`config.mk`:
```
export PLATFORM = sky130hd
export DESIGN_NAME = uart_tx_arbiter_flat
export DESIGN_NICKNAME = d
export VERILOG_FILES = /design/src/rtl/uart_tx_arbiter_if.sv /design/src/rtl/uart_tx_arbiter.sv /design/src/flat_wrapper.sv
export SDC_FILE = /design/constraint.sdc
export NUM_CORES = 1
export LEC_CHECK = 0
export ABC_AREA = 1
export CORE_ASPECT_RATIO = 0.6
export CORE_MARGIN = 2
export CORE_UTILIZATION = 52
export CTS_BUF_LIST = sky130_fd_sc_hd__clkbuf_2 sky130_fd_sc_hd__clkbuf_4 sky130_fd_sc_hd__clkbuf_8
export CTS_CLUSTER_SIZE = 12
export DETAILED_ROUTE_END_ITERATION = 7
export PLACE_DENSITY_LB_ADDON = 0.25
export SETUP_SLACK_MARGIN = 0.1
export SYNTH_ARGS = -nofsm -noshare
export SYNTH_HDL_FRONTEND = slang
export SYNTH_SLANG_ARGS = --single-unit
```
`constraint.sdc`:
```
create_clock -name Clk -period 4.45 [get_ports Clk]
set_clock_uncertainty 0.15 [all_clocks]
set_input_delay 0.89 -clock Clk [delete_from_list [all_inputs] [get_ports Clk]]
set_output_delay 0.89 -clock Clk [all_outputs]
set_load 0.05 [all_outputs]
```
`src/rtl/uart_tx_arbiter_if.sv`:
```
// rtl/uart_tx_arbiter_if.sv - client/UART handshake bundle for the UART transmit arbiter
interface uart_tx_arbiter_if #(
    parameter int NUM_REQ   = 4,
    parameter int DATA_BITS = 8
);
    logic [NUM_REQ-1:0]           Req;
    logic [NUM_REQ*DATA_BITS-1:0] Req_Data;
    logic [NUM_REQ-1:0]           Grant;
    logic [NUM_REQ-1:0]           Ack;
    logic                         Start_Err;
    logic                         Arb_Busy;
    logic                         CTS;
    logic [DATA_BITS-1:0]         Tx_Data;
    logic                         Transmit_Start;
    logic                         Tx_Busy;

    // master: requesters plus UART core; slave: the arbiter
    modport master (
        output Req, Req_Data, CTS, Tx_Busy,
        input  Grant, Ack, Start_Err, Arb_Busy, Tx_Data, Transmit_Start
    );

    modport slave (
        input  Req, Req_Data, CTS, Tx_Busy,
        output Grant, Ack, Start_Err, Arb_Busy, Tx_Data, Transmit_Start
    );
endinterface

```
`src/rtl/uart_tx_arbiter.sv`:
```
// rtl/uart_tx_arbiter.sv - round-robin arbiter sharing one UART transmitter among requesters
// Grants one requester, latches its byte, runs the Transmit_Start/Tx_Busy handshake, then acks.
module uart_tx_arbiter #(
    parameter int NUM_REQ       = 4,
    parameter int DATA_BITS     = 8,
    parameter int START_TIMEOUT = 16
) (
    input  logic               Clk,
    input  logic               Rst,
    uart_tx_arbiter_if.slave   bus
);
    localparam int PTR_W = (NUM_REQ > 1) ? $clog2(NUM_REQ) : 1;
    localparam int CNT_W = $clog2(START_TIMEOUT + 1);

    typedef enum logic [1:0] {IDLE, START, BUSY, DONE} state_t;

    state_t             state;
    logic [PTR_W-1:0]   ptr;
    logic [PTR_W-1:0]   owner;
    logic [CNT_W-1:0]   cnt;
    logic [PTR_W-1:0]   winner;
    logic               winner_vld;

    function automatic logic [PTR_W-1:0] wrap_inc(input logic [PTR_W-1:0] p);
        if (NUM_REQ == 1)
            return '0;
        return (int'(p) == NUM_REQ - 1) ? '0 : p + PTR_W'(1);
    endfunction

    // Scan ptr, ptr+1, ... so the requester just served sits last in line.
    always_comb begin
        logic [PTR_W-1:0] idx;
        winner     = '0;
        winner_vld = 1'b0;
        idx        = ptr;
        for (int k = 0; k < NUM_REQ; k++) begin
            if (!winner_vld && bus.Req[idx]) begin
                winner     = idx;
                winner_vld = 1'b1;
            end
            idx = wrap_inc(idx);
        end
    end

    always_ff @(posedge Clk) begin
        if (Rst) begin
            state              <= IDLE;
            ptr                <= '0;
            owner              <= '0;
            cnt                <= '0;
            bus.Grant          <= '0;
            bus.Ack            <= '0;
            bus.Start_Err      <= 1'b0;
            bus.Arb_Busy       <= 1'b0;
            bus.Tx_Data        <= '0;
            bus.Transmit_Start <= 1'b0;
        end else begin
            bus.Ack       <= '0;
            bus.Start_Err <= 1'b0;
            case (state)
                IDLE: begin
                    if (winner_vld && bus.CTS && !bus.Tx_Busy) begin
                        owner              <= winner;
                        bus.Grant          <= NUM_REQ'(1) << winner;
                        bus.Tx_Data        <= bus.Req_Data[int'(winner)*DATA_BITS +: DATA_BITS];
                        bus.Transmit_Start <= 1'b1;
                        bus.Arb_Busy       <= 1'b1;
                        cnt                <= '0;
                        state              <= START;
                    end
                end
                START: begin
                    if (bus.Tx_Busy) begin
                        bus.Transmit_Start <= 1'b0;
                        state              <= BUSY;
                    end else if (cnt == CNT_W'(START_TIMEOUT - 1)) begin
                        // UART never answered: release the slot without an Ack
                        bus.Transmit_Start <= 1'b0;
                        bus.Grant          <= '0;
                        bus.Start_Err      <= 1'b1;
                        bus.Arb_Busy       <= 1'b0;
                        ptr                <= wrap_inc(owner);
                        state              <= IDLE;
                    end else if (cnt != '1) begin
                        cnt <= cnt + CNT_W'(1);
                    end
                end
                BUSY: begin
                    if (!bus.Tx_Busy)
                        state <= DONE;
                end
                DONE: begin
                    bus.Ack      <= bus.Grant;
                    bus.Grant    <= '0;
                    bus.Arb_Busy <= 1'b0;
                    ptr          <= wrap_inc(owner);
                    state        <= IDLE;
                end
                default: begin
                    state <= IDLE;
                end
            endcase
        end
    end
endmodule

```
`src/flat_wrapper.sv`:
```
// flat-port wrapper written by rule: the top's interface ports become plain ports
module uart_tx_arbiter_flat 
#(
    parameter int NUM_REQ       = 4,
    parameter int DATA_BITS     = 8,
    parameter int START_TIMEOUT = 16
)
  (Clk, Rst, bus_Req, bus_Req_Data, bus_CTS, bus_Tx_Busy, bus_Grant, bus_Ack, bus_Start_Err, bus_Arb_Busy, bus_Tx_Data, bus_Transmit_Start);
  uart_tx_arbiter_if #(.NUM_REQ(NUM_REQ), .DATA_BITS(DATA_BITS)) bus_i ();
  input  logic Clk;
  input  logic Rst;
  input wire logic [$bits(bus_i.Req)-1:0] bus_Req;
  input wire logic [$bits(bus_i.Req_Data)-1:0] bus_Req_Data;
  input wire logic [$bits(bus_i.CTS)-1:0] bus_CTS;
  input wire logic [$bits(bus_i.Tx_Busy)-1:0] bus_Tx_Busy;
  output wire logic [$bits(bus_i.Grant)-1:0] bus_Grant;
  output wire logic [$bits(bus_i.Ack)-1:0] bus_Ack;
  output wire logic [$bits(bus_i.Start_Err)-1:0] bus_Start_Err;
  output wire logic [$bits(bus_i.Arb_Busy)-1:0] bus_Arb_Busy;
  output wire logic [$bits(bus_i.Tx_Data)-1:0] bus_Tx_Data;
  output wire logic [$bits(bus_i.Transmit_Start)-1:0] bus_Transmit_Start;
  assign bus_i.Req = bus_Req;
  assign bus_i.Req_Data = bus_Req_Data;
  assign bus_i.CTS = bus_CTS;
  assign bus_i.Tx_Busy = bus_Tx_Busy;
  assign bus_Grant = bus_i.Grant;
  assign bus_Ack = bus_i.Ack;
  assign bus_Start_Err = bus_i.Start_Err;
  assign bus_Arb_Busy = bus_i.Arb_Busy;
  assign bus_Tx_Data = bus_i.Tx_Data;
  assign bus_Transmit_Start = bus_i.Transmit_Start;
  uart_tx_arbiter #(.NUM_REQ(NUM_REQ), .DATA_BITS(DATA_BITS), .START_TIMEOUT(START_TIMEOUT)) u_core (.Clk(Clk), .Rst(Rst), .bus(bus_i));
endmodule
```
# Word-level counts from Yosys, hierarchy flattened
# Cells that the tools add are included.
# W data, S select, Z words.
# totals
reg_bits	30
out_inout_bits	19
input_bits	40
# op_classes
addsub	5
n_eq_ne	16
magnitude_cmp	4
bitwise	2
n_reduce_logical	21
n_shift	2
muxes	44
# op_table
op	n
$shiftx A32 B6 Y8	1
$mux W2	14
$mux W5	4
$mux W1	13
$lt A2 B3 Y1 const B	4
$mux W4	3
$pmux W4 S3	1
$eq A2 B1 Y1 const B	5
$pmux W5 S2	1
$reduce_and A3 Y1	3
$add A2 B1 Y2 const B	4
$bmux W1 S2	4
$pmux W2 S4	1
$ne A2 B1 Y1 const B	3
$ne A2 B2 Y1 const B	3
$add A5 B1 Y5 const B	1
$eq A5 B4 Y1 const B	1
$logic_and A1 B1 Y1	5
$ne A5 B5 Y1 const B	1
$reduce_and A5 Y1	1
$eq A2 B2 Y1 const B	2
$logic_not A1 Y1	4
$pmux W2 S2	1
$reduce_and A4 Y1	1
11 further kinds	13

# Longest topological paths before layout
# logic_depth
depth_word	16
depth_mapped	18

# Worst setup path before layout
# No wires, ideal clock.
# synth_path
path_kind	in2reg
startpoint	input port bus_Req[1]
endpoint	register u_core.bus.Tx_Data[0]
cell_stages	15
arrival_time_ns	2.036
slack_ns	2.150
path_cell_list	inv_1 > nand2_1 > nand3_1 > nand2_2 > nor2_8 > nand3_2 > nor2_2 > nor2_4 > buf_6 > nand2_1 > nand2_1 > nand2_1 > nand3_1 > nand2_1 > nand2_1
# synth_via
elab_chain_cells	15
elab_cells_between_ends	26
classes_between	shift (1); mux (16); reduce/logical (9)
# synth_lines
element	line	source
start: declaration	flat_wrapper.sv:12	input wire logic [$bits(bus_i.Req)-1:0] bus_Req;
branches (longest 15 deep; another with $bmux W1 S2)	-	
end signal: assignment	uart_tx_arbiter.sv:65	bus.Tx_Data <= bus.Req_Data[int'(winner)*DATA_BITS +: DATA_BITS];
end: declaration	uart_tx_arbiter_if.sv:25	output Grant, Ack, Start_Err, Arb_Busy, Tx_Data, Transmit_Start
# Several ways; the timed one is not identified. The select of a mux whose other input is x is not followed.
# A chain may end at the register's enable or synchronous reset.

# Worst setup path in the final report
# layout_path
startpoint	input port bus_Req[2]
endpoint	register u_core.bus.Tx_Data[7]
# Same word-level chain as after synthesis.

==> metrics.log <==
[metrics] Hold Path Origin: u_core.bus.Grant[0]
[metrics] Die X: 82.4 um
[metrics] Final Slew Violations: 0
[metrics] hold buffer count at cts: 0
[metrics] number of placement rows: 17
[metrics] vias in the first global route: 1,795
[metrics] number of max-cap violations: 0
[metrics] share of the synthesized area in the top cell type: 31.3%
[metrics] final antenna-violating net count: 0
[metrics] Setup violations, final: 0
[metrics] 1st-iter DRT viols: 114
[metrics] Gate Count Post-Synth: 294
[metrics] share of the cycle needed by the critical path after routing: 62.2%
[metrics] cts bufs inserted: 5
[metrics] Final min period: 2.77 ns
[metrics] count of different cell masters after synthesis: 29
[metrics] global-route wire length before repair: 7880 um
[metrics] most numerous cell types in the synthesized netlist: sky130_fd_sc_hd__nand2_1, sky130_fd_sc_hd__inv_1, sky130_fd_sc_hd__dfxtp_1
[metrics] initial standard-cell utilization of the core: 53.4%
[metrics] critical path data required time: 4.49 ns
[metrics] number of port buffers: 58
[metrics] post-synthesis cell area: 0.00192 mm2
[metrics] area of the core: 0.00359 mm2
[metrics] share of cells above drive strength 1: 12.2%
[metrics] normalized max-slew margin: 63.4%
[metrics] WHS Endpoint: u_core.bus.Ack[0]
[metrics] Worst Max-Slew Pin Slew: 0.547 ns
[metrics] height of the die: 51.0 um
[metrics] post-CTS sizing: 0
[metrics] ant diodes: 0
[metrics] async set-reset flop share out of synthesis: 0%
[metrics] Seq cells post-synth: 30
[metrics] detailed-route wire length: 4850 um
[metrics] biggest area contributors in the synthesized netlist: sky130_fd_sc_hd__dfxtp_1, sky130_fd_sc_hd__nand2_1, sky130_fd_sc_hd__inv_1
[metrics] post-detail-place hpwl: 3710 um
[metrics] Skew-Pair Late Insertion Delay: 0.29 ns
[metrics] number of buffers inserted by post-CTS setup repair: 0
[metrics] register area share after synthesis: 31.3%
[metrics] DR vias/cell: 5.07
[metrics] area overhead of the layout relative to synthesis: 38.5%
[metrics] predominant post-synthesis flop cell: sky130_fd_sc_hd__dfxtp_1
[metrics] setup slack of the worst register-to-register path: 1.81 ns
[metrics] capture instance of the worst register-to-register path: u_core.bus.Tx_Data[7]
[metrics] Fmax achieved: 361 MHz
[metrics] Sum Neg Setup Slack: 0 ns
[metrics] top-count cell post-synth: sky130_fd_sc_hd__nand2_1
[metrics] Max Buffers Root-to-Sink: 2
[metrics] Post-Syn Area per Cell: 6.52 um2
[metrics] Remaining Overflow, GRT: 0
[metrics] average wire per cell in the routed design: 12.1 um
[metrics] largest net degree at the start of global routing: 17
[metrics] classification of the worst-slack hold path: flip-flop to flip-flop
[metrics] leakage: 1.22 nW
[metrics] worst r2r path cells: 14
[metrics] Clock Sink Count: 30
[metrics] cell type with the highest aggregate area in the netlist: sky130_fd_sc_hd__dfxtp_1
[metrics] Reg clk slew, reported paths: 0.06 ns
[metrics] Worst Hold Path Cells: 2
[metrics] number of remaining DRC errors: 0
[metrics] number of antenna violations at the first check in global routing: 0
[metrics] H-Tree Depth: 2
[metrics] result of the run: finished clean
[metrics] net count after synthesis: 339
[metrics] data arrival at the endpoint of the critical path: 2.81 ns
[metrics] number of detailed-route iterations in the first pass: 4
[metrics] total via count after detailed routing: 2,028
[metrics] number of ports placed on the die boundary: 59
[metrics] worst flop-to-flop path startpoint: u_core.ptr[0]
[metrics] Filler Cell Count: 289
[metrics] CTS tree: built
[metrics] worst vdd rail ir drop: 329 uV
[metrics] RSZ-0062 raised after global routing: no
[metrics] CP Class: primary input to flip-flop
[metrics] total die area: 0.00421 mm2
[metrics] number of hold violations in the final report: 0
[metrics] gr usage total: 24.7%
[metrics] Pwr Total: 1.22 mW
[metrics] largest fanout on the critical path: 15
[metrics] element type at the critical path end: flip-flop
[metrics] Post-synth EDFFs: 0
[metrics] Clock Tree Root: sky130_fd_sc_hd__clkbuf_8
[metrics] Worst Setup Start Kind: primary input
[metrics] final RePlAce weighted congestion: 0.896
[metrics] PwrDens: 458 mW/mm2
[metrics] Yosys warnings: 0
[metrics] final-stage net count: 397
-- critical path: stages --
cell	delay, ns
sky130_fd_sc_hd__clkdlybuf4s50_1	0.52
sky130_fd_sc_hd__inv_1	0.09
sky130_fd_sc_hd__nand2_1	0.06
sky130_fd_sc_hd__o21ai_1	0.06
sky130_fd_sc_hd__nor2_1	0.18
sky130_fd_sc_hd__nor2_4	0.07
sky130_fd_sc_hd__nand3_2	0.10
sky130_fd_sc_hd__nand3_2	0.08
sky130_fd_sc_hd__nand2_2	0.24
sky130_fd_sc_hd__inv_1	0.19
sky130_fd_sc_hd__nand2_1	0.11
sky130_fd_sc_hd__nand3_1	0.09
sky130_fd_sc_hd__nand2_1	0.07
sky130_fd_sc_hd__inv_1	0.03
-- final cells by class --
type / instances / area (um2) / share of cell area [%]
inverter: 38 / 143 / 5.37
clock inverter: 2 / 60.1 / 2.26
timing repair buffer: 58 / 581 / 21.9
clock buffer: 6 / 82.6 / 3.11
multi-input combinational: 219 / 1130 / 42.6
tap: 47 / 58.8 / 2.21
sequential: 30 / 601 / 22.6
-- layout by cell type (no fill, tap or decap), types with 9 or more instances in the layout --
master	n
sky130_fd_sc_hd__nand3_2	9
sky130_fd_sc_hd__o21ai_0	9
sky130_fd_sc_hd__nand2_2	9
sky130_fd_sc_hd__nand3_1	23
sky130_fd_sc_hd__clkdlybuf4s50_1	58
sky130_fd_sc_hd__inv_1	32
sky130_fd_sc_hd__nor2_1	27
sky130_fd_sc_hd__nand2_1	96
sky130_fd_sc_hd__dfxtp_1	30
sky130_fd_sc_hd__a21oi_1	11
-- sequential cells by signal, indices dropped and copies added, names as in the netlist, 2 cells and up, named ones only --
name and flops:
u_core.bus.Grant 4, u_core.bus.Tx_Data 8, u_core.bus.Ack 4, u_core.owner 2
u_core.cnt 5, u_core.ptr 2
-- where the power goes --
group	switching [mW]	internal [mW]
combinational	0.364	0.187
clock	0.105	0.239
sequential	0.0229	0.299
total	0.491	0.725
-- cell families (layout without fill, tap and decap cells) --
group / count (synthesis) / after routing / synth area share (%)
simple gates: 181 / 181 / 45.9
buf+inv: 45 / 104 / 9.72
compound gates: 33 / 33 / 9.79
flops: 30 / 30 / 31.3
fa+ha+maj: 5 / 5 / 3.26
-- routing by layer --
metal / part of all wire (%) / GRT usage, % / vias up
li1: - / - / 1052
met1: 47 / 32.6 / 903
met2: 44 / 39.5 / 61
met3: 7.0 / 5.83 / 12
met4: 1.5 / 8.89 / 0
met5: 0 / 0 / -
-- how the worst max path moves through the flow --
stage	depth (start not counted)	start	end
finish	14	bus_Req[2]	u_core.bus.Tx_Data[7]
global route	14	bus_Req[2]	u_core.bus.Tx_Data[5]
CTS	14	bus_Req[2]	u_core.bus.Tx_Data[7]
detailed placement	14	bus_Req[2]	u_core.bus.Tx_Data[5]
global placement	12	bus_Req[1]	u_core.bus.Tx_Data[6]
floorplan	15	bus_Req[1]	u_core.bus.Tx_Data[0]
-- through the flow --
stage	setup WS (ns)	cells	util (%)	hold slack (ns)	area, um2
after global placement	1.48	392	69.9	0.286	2510
final	1.68	400	73.9	0.303	2660
after global routing	1.48	400	73.9	0.325	2660
after detailed placement	1.43	392	69.9	0.289	2510
after floorplan	2.15	294	-	0.287	1920
after CTS	1.71	400	73.9	0.300	2660
Power figures use the tool's default switching activity.
